## src/rtl/xm_pkg.sv

```systemverilog
// Shared XMODEM (checksum variant) protocol codes, block geometry and controller
// state encoding for the scene loader.
package xm_pkg;

   localparam logic [7:0] SOH = 8'h01;
   localparam logic [7:0] EOT = 8'h04;
   localparam logic [7:0] ACK = 8'h06;
   localparam logic [7:0] NAK = 8'h15;
   localparam logic [7:0] CAN = 8'h18;

   localparam int XM_BLK_BYTES = 128;

   // 100 MHz system clock over 115200 baud, shared with the UART blocks
   localparam int XM_CYC_PER_BIT = 868;

   typedef enum logic [3:0] {
      ST_IDLE,
      ST_SEND_NAK,
      ST_WAIT_SOH,
      ST_BLK,
      ST_BLK_N,
      ST_DATA,
      ST_CKSUM,
      ST_COMMIT,
      ST_SEND_ACK,
      ST_SEND_CAN,
      ST_DONE,
      ST_ERROR
   } xm_state_t;

endpackage

```

## src/rtl/xm_block_buf.sv

```systemverilog
// 128x8 holding buffer for one XMODEM payload: filled while the block arrives,
// drained to scene memory only once the block has validated.
module xm_block_buf
   import xm_pkg::*;
(
   input  logic       clk,
   input  logic       rst,
   input  logic       clr,
   input  logic       wr_en,
   input  logic [7:0] wr_data,
   output logic       full,
   input  logic       rd_adv,
   output logic [7:0] rd_data
);

   logic [7:0] mem [XM_BLK_BYTES];
   logic [6:0] wptr;
   logic [6:0] rptr;

   always_ff @(posedge clk or posedge rst) begin
      if (rst) begin
         wptr <= '0;
         rptr <= '0;
      end else if (clr) begin
         wptr <= '0;
         rptr <= '0;
      end else begin
         if (wr_en)
            wptr <= wptr + 7'd1;
         if (rd_adv)
            rptr <= rptr + 7'd1;
      end
   end

   always_ff @(posedge clk) begin
      if (wr_en)
         mem[wptr] <= wr_data;
   end

   // full marks the slot of the 128th payload byte, so the write that sees it completes the block
   assign full    = (wptr == 7'd127);
   assign rd_data = mem[rptr];

endmodule

```

## src/rtl/xm_scene_loader_ctrl.sv

```systemverilog
// XMODEM checksum receiver that validates each 128-byte block before streaming it
// into scene memory, answering the sender with ACK/NAK/CAN.
module xm_scene_loader_ctrl
   import xm_pkg::*;
#(
   parameter int ADDR_W      = 16,
   parameter int TIMEOUT_CYC = 2_000_000,
   parameter int MAX_RETRIES = 10
) (
   input  logic              clk,
   input  logic              rst,
   input  logic              start,
   input  logic [7:0]        rx_data,
   input  logic              rx_valid,
   output logic [7:0]        tx_data,
   output logic              tx_valid,
   input  logic              tx_ready,
   output logic [ADDR_W-1:0] wr_addr,
   output logic [7:0]        wr_data,
   output logic              wr_en,
   input  logic              wr_ready,
   output logic              loading,
   output logic              load_done,
   output logic              load_error,
   output logic [ADDR_W:0]   bytes_loaded
);

   localparam int TMR_W = $clog2(TIMEOUT_CYC + 1);
   localparam int RTY_W = $clog2(MAX_RETRIES + 1);
   localparam logic [ADDR_W+1:0] MEM_BYTES = (ADDR_W+2)'(1) << ADDR_W;

   xm_state_t        state;
   logic [7:0]       expected;
   logic [7:0]       blk;
   logic [7:0]       blk_n;
   logic [7:0]       cksum;
   logic [RTY_W-1:0] retries;
   logic [TMR_W-1:0] timer;
   logic             eot_ack;

   logic             counting;
   logic             timed_out;
   logic             retry_cap;
   logic             hdr_ok;
   logic             sum_ok;
   logic             overflow;
   logic             commit_go;
   logic             retry_fail;
   logic             last_accept;
   logic             buf_clr;
   logic             buf_wr;
   logic             buf_full;
   logic             buf_rd_adv;
   logic [7:0]       buf_rd_data;

   assign counting    = (state inside {ST_WAIT_SOH, ST_BLK, ST_BLK_N, ST_DATA, ST_CKSUM});
   assign timed_out   = counting && !rx_valid && (timer == TMR_W'(TIMEOUT_CYC - 1));
   assign retry_cap   = (retries >= RTY_W'(MAX_RETRIES - 1));
   assign hdr_ok      = ((blk ^ blk_n) == 8'hFF);
   assign sum_ok      = (rx_data == cksum);
   assign overflow    = ({1'b0, bytes_loaded} + (ADDR_W+2)'(XM_BLK_BYTES)) > MEM_BYTES;
   assign commit_go   = (state == ST_CKSUM) && rx_valid && hdr_ok && sum_ok &&
                        (blk == expected) && !overflow;
   assign retry_fail  = timed_out || ((state == ST_CKSUM) && rx_valid && !(hdr_ok && sum_ok));
   // commits always start on a block boundary, so the low address bits count the block bytes
   assign last_accept = (wr_addr[6:0] == 7'h7F);
   assign buf_clr     = (state == ST_WAIT_SOH) && rx_valid && (rx_data == SOH);
   assign buf_wr      = (state == ST_DATA) && rx_valid;
   assign buf_rd_adv  = commit_go || ((state == ST_COMMIT) && wr_ready && !last_accept);

   xm_block_buf u_block_buf (
      .clk     (clk),
      .rst     (rst),
      .clr     (buf_clr),
      .wr_en   (buf_wr),
      .wr_data (rx_data),
      .full    (buf_full),
      .rd_adv  (buf_rd_adv),
      .rd_data (buf_rd_data)
   );

   always_ff @(posedge clk or posedge rst) begin
      if (rst) begin
         state        <= ST_IDLE;
         tx_valid     <= 1'b0;
         tx_data      <= '0;
         wr_en        <= 1'b0;
         wr_addr      <= '0;
         wr_data      <= '0;
         loading      <= 1'b0;
         load_done    <= 1'b0;
         load_error   <= 1'b0;
         bytes_loaded <= '0;
         expected     <= 8'd1;
         retries      <= '0;
         timer        <= '0;
         blk          <= '0;
         blk_n        <= '0;
         cksum        <= '0;
         eot_ack      <= 1'b0;
      end else begin
         if (!counting || rx_valid || timed_out)
            timer <= '0;
         else
            timer <= timer + TMR_W'(1);

         case (state)
            ST_IDLE, ST_DONE, ST_ERROR: begin
               if (start) begin
                  bytes_loaded <= '0;
                  wr_addr      <= '0;
                  retries      <= '0;
                  cksum        <= '0;
                  expected     <= 8'd1;
                  eot_ack      <= 1'b0;
                  loading      <= 1'b1;
                  load_done    <= 1'b0;
                  load_error   <= 1'b0;
                  tx_valid     <= 1'b1;
                  tx_data      <= NAK;
                  state        <= ST_SEND_NAK;
               end
            end
            ST_SEND_NAK: begin
               if (tx_valid && tx_ready) begin
                  tx_valid <= 1'b0;
                  state    <= ST_WAIT_SOH;
               end
            end
            ST_SEND_ACK: begin
               if (tx_valid && tx_ready) begin
                  tx_valid <= 1'b0;
                  if (eot_ack) begin
                     loading   <= 1'b0;
                     load_done <= 1'b1;
                     state     <= ST_DONE;
                  end else begin
                     state <= ST_WAIT_SOH;
                  end
               end
            end
            ST_SEND_CAN: begin
               if (tx_valid && tx_ready) begin
                  tx_valid   <= 1'b0;
                  loading    <= 1'b0;
                  load_error <= 1'b1;
                  state      <= ST_ERROR;
               end
            end
            ST_WAIT_SOH: begin
               if (rx_valid) begin
                  if (rx_data == SOH) begin
                     cksum <= '0;
                     state <= ST_BLK;
                  end else if (rx_data == EOT) begin
                     eot_ack  <= 1'b1;
                     tx_valid <= 1'b1;
                     tx_data  <= ACK;
                     state    <= ST_SEND_ACK;
                  end
               end
            end
            ST_BLK: begin
               if (rx_valid) begin
                  blk   <= rx_data;
                  state <= ST_BLK_N;
               end
            end
            ST_BLK_N: begin
               if (rx_valid) begin
                  blk_n <= rx_data;
                  state <= ST_DATA;
               end
            end
            ST_DATA: begin
               if (rx_valid) begin
                  cksum <= cksum + rx_data;
                  if (buf_full)
                     state <= ST_CKSUM;
               end
            end
            ST_CKSUM: begin
               // corrupt header/checksum is handled by the retry path below
               if (rx_valid && hdr_ok && sum_ok) begin
                  if (blk == expected) begin
                     if (overflow) begin
                        tx_valid <= 1'b1;
                        tx_data  <= CAN;
                        state    <= ST_SEND_CAN;
                     end else begin
                        wr_en   <= 1'b1;
                        wr_data <= buf_rd_data;
                        state   <= ST_COMMIT;
                     end
                  end else if (blk == expected - 8'd1) begin
                     tx_valid <= 1'b1;
                     tx_data  <= ACK;
                     state    <= ST_SEND_ACK;
                  end else begin
                     tx_valid <= 1'b1;
                     tx_data  <= CAN;
                     state    <= ST_SEND_CAN;
                  end
               end
            end
            ST_COMMIT: begin
               if (wr_en && wr_ready) begin
                  wr_addr <= wr_addr + ADDR_W'(1);
                  if (last_accept) begin
                     wr_en        <= 1'b0;
                     expected     <= expected + 8'd1;
                     bytes_loaded <= bytes_loaded + (ADDR_W+1)'(XM_BLK_BYTES);
                     retries      <= '0;
                     tx_valid     <= 1'b1;
                     tx_data      <= ACK;
                     state        <= ST_SEND_ACK;
                  end else begin
                     wr_data <= buf_rd_data;
                  end
               end
            end
            default: state <= ST_IDLE;
         endcase

         if (retry_fail) begin
            retries  <= retries + RTY_W'(1);
            tx_valid <= 1'b1;
            tx_data  <= retry_cap ? CAN : NAK;
            state    <= retry_cap ? ST_SEND_CAN : ST_SEND_NAK;
         end
      end
   end

endmodule

```

## config.mk

```make
export PLATFORM = sky130hd
export DESIGN_NAME = xm_scene_loader_ctrl
export DESIGN_NICKNAME = d
export VERILOG_FILES = /design/src/rtl/xm_pkg.sv /design/src/rtl/xm_block_buf.sv /design/src/rtl/xm_scene_loader_ctrl.sv
export SDC_FILE = /design/constraint.sdc
export NUM_CORES = 1
export LEC_CHECK = 0
export CAP_MARGIN = 20
export CORE_MARGIN = 2
export CORE_UTILIZATION = 60
export CTS_CLUSTER_SIZE = 12
export DETAILED_ROUTE_END_ITERATION = 10
export GPL_ROUTABILITY_DRIVEN = 0
export PLACE_DENSITY = 0.77
export SLEW_MARGIN = 15
export SYNTH_ARGS = -nofsm -noshare
export SYNTH_HDL_FRONTEND = slang
export SYNTH_HIERARCHICAL = 1
export SYNTH_SLANG_ARGS = --single-unit
export TNS_END_PERCENT = 5
```

## constraint.sdc

```tcl
create_clock -name clk -period 4.4 [get_ports clk]
set_clock_uncertainty 0.15 [all_clocks]
set_input_delay 0.88 -clock clk [delete_from_list [all_inputs] [get_ports clk]]
set_output_delay 0.88 -clock clk [all_outputs]
set_load 0.02 [all_outputs]
```

==> flow_summary.ini <==
[power_and_ir_drop]
powerDensity_nw_per_um2 = 495
p_int_uw = 19200
p_sw_frac = 0.257
ir_worst_vdd_mv = 0.389
power_uw = 25800
clkPwrFrac = 0.339
comb_power_share = 0.179
netSwitchingPower_uw = 6640
p_seq_frac = 0.482
p_leak_uw = 0.0168

[synth]
synth_area_per_cell_sq_um = 18.0
synthTopCellsByCount = edfxtp_1, mux4_2, nor2_1
ys_warn_count = 6
yosysTopAreaCellShare = 0.659
synth-simple-area-share = 0.0544
synthMuxAreaShare = 0.139
yosys_register_bits = 1144
synth_top_family_by_area = multiplexers
synth_adder_area_share = 0.00499
synth_most_common_cell = edfxtp_1
synthArstFlopShare = 0.105
synth_edf_count = 1024
synth_cell_types = 85
synth-seq-area-share = 0.723
yosys.area_share.xor_xnor = 0.0139
synth_top_area_cell = edfxtp_1
netlist_instances = 2588
synthesis.area_sq_um = 46700
synth_compound_area_frac = 0.0426
synthFlopType = edfxtp_1
synthTopCellsByArea = edfxtp_1, mux4_2, dfrtp_1

[worst_setup_path]
cp-start-kind = register
crit_required_ns = 4.55
critical_path.cell_chain = nor2b_1, and3b_1, nand2_1, inv_1, nor2b_1, nand2_1, buf_4, nor2_1
reg2regPathDepth = 8
worst_path_max_delay_cell = dfrtp_1
crit_buf_inv = 2
timing.rr.start = state[2]$_DFFE_PP0P_
path_class = reg2reg
cp-end-kind = register
path_max_fanout = 15
r2r_slack_ns = 0.66
worstPathArrival_ns = 3.88
crit_path_max_incr_delay_ns = 0.67
critPathTopFamily = simple AND/OR/NAND/NOR gates
rr_endpoint = u_block_buf/mem[96][3]$_DFFE_PP_

[route]
final_antenna_net_count = 0
route.vias.total = 25600
dr.max_layer_used = met4
drtIter0Drc = 3362
met3WireLength_um = 11500
wl_met1_um = 42500
dr_wl_met2_um = 53300
routed_wl_um = 111000
routedWlPerCell_um = 28.5
drt_first_pass_iters = 6
drc = 0
avgViaCountPerCell = 6.60

[global_route]
grt_overflow = 0
grt_first_pass_wirelength_um = 165000
grt_max_degree = 92
grtUsageTotal = 0.282
grt_pass1_vias = 25700
antenna_found_initial = 2

[clocking]
cts_root_buf = clkbuf_16
cts_hold_buffers = 0
tritoncts = built
clkTransAtPathRegs_ns = 0.06
cts_num_sinks = 1144
clkLatencyLatePin_ns = 0.68
htreeDepth = 3
cts_buffer_depth = 3
post-cts-setup-buffers = 0
cts_resized = 0
cts_buffers = 112

[timing]
fin_crit_ns = 3.74
max_freq_ghz = 0.268
worstMarginPinSlew_ns = 1.15
rsz0062_at_grt = false
finalHoldViolations = 0
whs_ns = 0.343
setup_violations = 0
max_slew_margin = 0.229
post-route-period-util = 0.849
fin_setup_tns_ns = 0
maxSlewViolCount = 0

[floorplan]
initial_core_util = 0.604
die-width_um = 283
rows = 102
coreArea_sq_um = 77200
boundaryPins = 68
die_h_um = 283
die_area_sq_um = 80000

[job]
maxCapViolCount = 0

[cells_and_area]
multi_input_area_sq_um = 11900
finalInstanceArea_sq_um = 52100
fillCellCount = 4794
regArea_sq_um = 33800
area_growth_pct = 11.7
drive_gt1_frac = 0.201
nNetsFinal = 2794

[run_status]
status = finished, final reports clean

[min_path]
holdCritStartpoint = cksum[5]$_DFFE_PP0P_
hold_depth = 2
hp-class = reg2reg
min_to = cksum[5]$_DFFE_PP0P_

[placed_design]
dpl-instance-area_sq_um = 48800
place_hpwl_um = 68900
io_buffers = 57
[registers in the layout (all words and copies together) (netlist names), 7 cells and up]
signal            flops
u_block_buf/mem    1024
wr_data               8
u_block_buf/wptr      7
wr_addr              16
blk_n                 8
cksum                 8
bytes_loaded         10
timer                21
u_block_buf/rptr      7
blk                   8
expected              8
[worst max-delay path by stage]
stage / start / to / slack (ns) / cells past startpoint
after detailed placement: rx_data[4] / tx_data[0]$_DFFE_PP0P_ / 0.45 / 9
after global placement: rx_data[4] / tx_data[2]$_DFFE_PP0P_ / 0.52 / 9
after global routing: state[2]$_DFFE_PP0P_ / u_block_buf/mem[1][6]$_DFFE_PP_ / 0.50 / 8
after floorplan: rst / blk[0]$_DFFE_PP0P_ / 0.58 / 1
final: state[2]$_DFFE_PP0P_ / u_block_buf/mem[96][3]$_DFFE_PP_ / 0.66 / 8
after CTS: state[2]$_DFFE_PP0P_ / u_block_buf/mem[1][6]$_DFFE_PP_ / 0.73 / 8
[cells in the final DEF, fill, tap and decap left out, drive strengths merged, types with 6 or more instances in the layout]
cell,synthesis,layout
nand2,135,135
nor2,215,215
xor2,53,53
dfrtp,119,119
edfxtp,1024,1024
and3,11,11
o21ai,58,58
a22oi,70,70
nand4,23,23
a211oi,10,10
mux2,37,37
clkinv,0,17
nor4,11,11
a221oi,6,6
xnor2,21,21
clkbuf,58,170
nor3,22,22
o22ai,7,7
buf,84,144
and4,6,6
a22o,19,19
nor2b,25,25
mux4,228,228
a21oi,47,47
o21a,6,6
nand2b,7,7
nand3,53,53
a31oi,9,9
ha,17,17
and2,7,7
conb,1,10
mux2i,93,93
clkdlybuf4s50,0,49
inv,24,28
or3,13,13
[area by class of cell]
cell class | count | area share
timing repair buffer | 193 | 0.0326
sequential | 1144 | 0.648
antenna | 1 | 0.0000480
multi-input combinational | 1287 | 0.229
tap | 1040 | 0.0250
clock buffer | 170 | 0.0607
inverter | 24 | 0.00178
clock inverter | 21 | 0.00283
[per-stage QoR]
step / setup WS [ns] / util / std cells
final: 0.664 / 0.675 / 3880
after global routing: 0.497 / 0.675 / 3879
after CTS: 0.729 / 0.675 / 3879
after detailed placement: 0.446 / 0.632 / 3688
after global placement: 0.517 / 0.632 / 3688
after floorplan: 0.583 / - / 2597
[metal layers]
layer,vias to the layer above,global-route usage
li1,10700,-
met1,13200,0.411
met2,1538,0.442
met3,228,0.0493
met4,0,0.0942
met5,-,0
[worst reg2reg max path, delay by kind of cell (launching register included)]
| kind | cells | cell delay (ns) |
|---|---|---|
| simple gates | 6 | 2.05 |
| flops | 1 | 0.67 |
| buf+inv | 2 | 0.49 |
[power groups by stage]
stage / Combinational [uW] / Sequential [uW] / Clock, uW
finish: 4610 / 12400 / 8750
global route: 4910 / 12500 / 9270
CTS: 4630 / 12400 / 8850
detailed placement: 4580 / 12700 / 0
global placement: 4470 / 12600 / 0
floorplan: 3610 / 12400 / 0
[cell families (layout without fill, tap and decap cells)]
| logic type | after synthesis | count (layout) |
|---|---|---|
| buf+inv | 166 | 408 |
| simple gates | 546 | 546 |
| flops | 1144 | 1144 |
| xor+xnor | 74 | 74 |
| compound gates | 281 | 281 |
| fa+ha+maj | 18 | 18 |
| other cells | 1 | 11 |
| mux | 358 | 358 |
Power figures use the tool's default switching activity.
==> patch 1 (same settings) <==
Set the parameter `ADDR_W` to 17 (it was 16).
--- a/src/rtl/xm_scene_loader_ctrl.sv
+++ b/src/rtl/xm_scene_loader_ctrl.sv
@@ -3,7 +3,7 @@
 module xm_scene_loader_ctrl
    import xm_pkg::*;
 #(
-   parameter int ADDR_W      = 16,
+   parameter int ADDR_W      = 17,
    parameter int TIMEOUT_CYC = 2_000_000,
    parameter int MAX_RETRIES = 10
 ) (
Ports: changed (resized bytes_loaded and wr_addr); port bits go from 68 to 70. The function was not compared with the original's and may differ.
==> patch 1 against the unedited design <==
  * Core utilization grew 0.12 points
  * Final area increased by 0.51%
  * Sequential cell count rose by 2
  * Setup slack improved by 0.020 ns
  * Die area increased by 0.47%
  * Total power down 3.7%
  * Sequential share of layout area fell by 0.23 points
  * Wire length up 0.12%
  * Synthesized cell count rose by 1.6%
  * Fmax rose by 0.54%
  * Area after synthesis grew 0.47%
  * Critical endpoint is now u_block_buf/mem[35][7]
==> patch 1: results (changes against the unedited design) <==
- The post-detailed-route wirelength per cell was 28.3 um (was 28.5 um).
- The buffer depth of the longest clock path is 3 (unchanged).
- The peak supply drop is 0.000338 V (was 0.000389 V).
- The largest fanout of any net on the critical path is 18 (was 15).
- Biggest regs: u_block_buf/mem (1024), timer (21), wr_addr (17) (was u_block_buf/mem (1024), timer (21), wr_addr (16)).
- The clock tree buffer count of the final layout was 156 (was 170).
- Top cells by instance count after synthesis: 1024 x edfxtp_1, 235 x nor2_1, 228 x mux4_2 (was 1024 x edfxtp_1, 228 x mux4_2, 215 x nor2_1).
- The number of DRC markers after the initial detailed-route iteration came to 3482 (was 3362).
- The first-pass GRT wire length is 166000 um (was 165000 um).
- The mean number of vias per cell is 6.62 (was 6.60).
- The register cell area after layout is 33800 um2 (about the same).
- Top cells by area in the synthesized netlist: edfxtp_1 66%, mux4_2 11%, dfrtp_1 6.5% (was edfxtp_1 66%, mux4_2 11%, dfrtp_1 6.4%).
- The half-perimeter wire length after detailed placement is 69800 um (was 68900 um).
- The worst max-slew margin expressed relative to the limit is 0.309 (was 0.229).
- The detailed-router iteration count before antenna repair came to 6 (unchanged).
- The CTS clock-pin slew for the worst setup and hold paths is 0.06 ns (about the same).
- The non-clock inverter total of the final layout is 19 (was 24).
- The fraction of synthesis flops using an asynchronous set or reset pin came to 0.106 (was 0.105).
- The share of the yosys chip area belonging to registers is 0.721 (was 0.723).
- The layout filler cell count came to 4855 (was 4794).
- The capture point of the worst path is u_block_buf/mem[35][7] (was u_block_buf/mem[96][3]).
- The non-clock buffer total of the final layout is 204 (was 193).
- The sequential cell count was 1146 (was 1144).
- The count of multi-input gates came to 1323 (was 1287).
- Run status: finished, final reports clean (unchanged).
- The quantity of I/O buffers inserted on ports came to 59 (was 57).
- The layout buffering overhead excluding clock cells is 0.0358 (was 0.0326).
- The launching instance or port of the critical path is state[2] (unchanged).
- The area used by multi-input combinational logic came to 12100 um2 (was 11900 um2).
- The overall track demand over capacity in global routing was 0.278 (was 0.282).
- The setup slack of the most critical reg-to-reg path is 0.68 ns (was 0.66 ns).
- The number of nets at the end of the flow was 2838 (was 2794).
- The via count of the first global-routing pass is 25902 (was 25670).
- The fraction of layout cells with a size suffix above 1 came to 0.201 (about the same).
- The leakage power summed over all cells is 16.9 nW (was 16.8 nW).
patch 1: how the worst min path moves through the flow:
stage	from	endpoint	cells after the start	slack, ns
floorplan	timer[0]	timer[0]	1	0.31
global placement	timer[0]	timer[0]	1	0.32
detailed placement	timer[0]	timer[0]	1	0.34
CTS	timer[0]	timer[0]	1	0.34
global route	cksum[0]	cksum[0]	1	0.37
finish	timer[0]	timer[0]	1	0.35
patch 1: per-layer routing:
layer	GRT usage	routed length (um)	vias to the layer above
met5	0	0	-
met4	0.102	4080	0
met3	0.0420	10100	255
met2	0.459	55400	1493
met1	0.381	41200	13387
li1	-	-	10771
patch 1: cell families after synthesis:
family	count (synthesis)	synth area share
flip-flops	1146	0.721
AND/OR/NAND/NOR	573	0.0562
multiplexers	360	0.139
AO/OA/AOI/OAI	287	0.0434
buffers and inverters	169	0.0218
XOR/XNOR	75	0.0140
adder cells (fa/ha/maj)	18	0.00496
other	1	0.0000800
patch 1: through the flow:
stage / cell area [um2] / cells / setup slack (ns) / total power [W]
floorplan: 46900 / 2638 / 0.526 / 0.0154
global placement: 49100 / 3729 / 0.523 / 0.0163
detailed placement: 49100 / 3730 / 0.403 / 0.0165
CTS: 52300 / 3909 / 0.785 / 0.0250
global route: 52400 / 3912 / 0.573 / 0.0257
finish: 52400 / 3912 / 0.684 / 0.0249
patch 1: worst max-delay path, cell delays in order, from the launching register on:
cell     delay [ns]
dfrtp_1        0.74
nor2b_1        0.55
nand2_1        0.18
nor2_1         0.34
nor2b_1        0.32
nand3_1        0.14
buf_4          0.26
nor2_1         0.64
patch 1: where the power goes:
part	internal [W]	switching, W	total, W
combinational	0.00184	0.00206	0.00390
clock	0.00481	0.00377	0.00858
sequential	0.0120	0.000341	0.0124
==> patch 2 (same flow settings) <==
Made on the original files. Compare `timer` against `TMR_W'(TIMEOUT_CYC - 1)` with >= in place of ==.
--- a/src/rtl/xm_scene_loader_ctrl.sv
+++ b/src/rtl/xm_scene_loader_ctrl.sv
@@ -54,7 +54,7 @@
    logic [7:0]       buf_rd_data;
 
    assign counting    = (state inside {ST_WAIT_SOH, ST_BLK, ST_BLK_N, ST_DATA, ST_CKSUM});
-   assign timed_out   = counting && !rx_valid && (timer == TMR_W'(TIMEOUT_CYC - 1));
+   assign timed_out   = counting && !rx_valid && (timer >= TMR_W'(TIMEOUT_CYC - 1));
    assign retry_cap   = (retries >= RTY_W'(MAX_RETRIES - 1));
    assign hdr_ok      = ((blk ^ blk_n) == 8'hFF);
    assign sum_ok      = (rx_data == cksum);
Formal check against the unedited RTL: same outputs for any inputs over 4 cycles, from zero or initial values and one cycle with rst high; that may be too few to reach the edited logic, so the function may still have changed.
==> patch 2 against the unedited design <==
  * Setup slack better by 0.043 ns
  * Sequential share of layout area is 0.16 points higher
  * Total power is 4.4% higher
  * Wire length hardly changed
  * Final area is 0.24% lower
  * Area after synthesis is 0.13% higher
  * Sequential cell count stayed put
  * Highest routed layer unchanged
==> patch 2: results (changes against the unedited design) <==
- Run status: finished, final reports clean (unchanged).
- The number of cells on the worst hold path is 1 (was 2).
- The placement-stage cell area came to 48600 um2 (was 48800 um2).
- The area used by multi-input combinational logic was 12000 um2 (was 11900 um2).
- The arrival time at the worst endpoint came to 4.11 ns (was 3.88 ns).
- The internal power contribution is 0.0197 W (was 0.0192 W).
- The cell at the slowest stage of the critical path is dfrtp_4 (was dfrtp_1).
- The met1 track utilization from global routing is 0.386 (was 0.411).
- The capture point of the worst path is wr_data[1] (was u_block_buf/mem[96][3]).
- The clock tree buffer count of the final layout was 158 (was 170).
- The number of distinct library cells after synthesis is 80 (was 85).
- The power per unit of standard cell area is 518 nW/um2 (was 495 nW/um2).
- The launching instance or port of the critical path is u_block_buf/rptr[2] (was state[2]).
- The number of DRC markers after the initial detailed-route iteration is 3997 (was 3362).
- The met3 global-route usage came to 0.0519 (was 0.0493).
- The mean number of vias per cell was 6.67 (was 6.60).
- The latest clock arrival within the worst-skew pair is 0.70 ns (was 0.68 ns).
- The overall track demand over capacity in global routing came to 0.279 (was 0.282).
- The delay contributed by the slowest stage of the critical path came to 0.76 ns (was 0.67 ns).
- The smallest hold slack is 0.310 ns (was 0.343 ns).
- The capture endpoint of the worst hold path is timer[0] (was cksum[5]).
- The layout filler cell count is 4855 (was 4794).
- The cell family with the largest share of critical-path delay is compound AO/OA/AOI/OAI gates (was simple AND/OR/NAND/NOR gates).
- The largest fanout of any net on the critical path is 33 (was 15).
- The via count of the first global-routing pass came to 25860 (was 25670).
- The final wirelength is 111000 um (about the same).
- Top cells by instance count after synthesis: 1024 x edfxtp_1, 228 x mux4_2, 225 x nor2_1 (was 1024 x edfxtp_1, 228 x mux4_2, 215 x nor2_1).
- The worst max-slew margin expressed relative to the limit was 0.333 (was 0.229).
- The sequential cell count is 1144 (unchanged).
- The number of antenna cells inserted was 0 (was 1).
- The pin count of the biggest net entering global routing is 99 (was 92).
- The first-pass GRT wire length is 167000 um (was 165000 um).
- The detailed-router iteration count before antenna repair is 8 (was 6).
- The sequential share of power was 0.466 (was 0.482).
- The power drawn by the combinational cells is 0.00554 W (was 0.00461 W).
- The layout buffering overhead excluding clock cells is 0.0287 (was 0.0326).
- The half-perimeter wire length after detailed placement is 69200 um (was 68900 um).
- The count of multi-input gates is 1296 (was 1287).
- The setup slack of the most critical reg-to-reg path was 0.71 ns (was 0.66 ns).
- The leakage power summed over all cells is 16.8 nW (about the same).
## patch 2: changes by cell type after synthesis, moves of 8 or more
| cell | change |
|---|---|
| o21ai_0 | -11 |
| nor2_1 | +10 |
| xor2_1 | -18 |
| nand3_1 | +8 |
| a21oi_1 | +11 |
| nand2_1 | -10 |
| xnor2_1 | +17 |
## patch 2: logic make-up after synthesis
family,count (synthesis),share of synthesized area
buffers and inverters,165,0.0219
other,1,0.0000803
multiplexers,364,0.140
AND/OR/NAND/NOR,544,0.0535
adder cells (fa/ha/maj),18,0.00498
AO/OA/AOI/OAI,287,0.0434
XOR/XNOR,73,0.0137
flip-flops,1144,0.722
## patch 2: per-layer routing
metal / wire length [um] / vias to the layer above
met5: 0 / -
met3: 11100 / 264
met4: 4150 / 0
met2: 54200 / 1606
li1: - / 10601
met1: 41300 / 13255
## patch 2: metrics by stage
stage                     utilization  worst slack, ns
after floorplan                     -            0.583
after global placement          0.629            0.483
after detailed placement        0.629            0.331
after CTS                       0.672            0.779
after global routing            0.672            0.558
final                           0.672            0.707
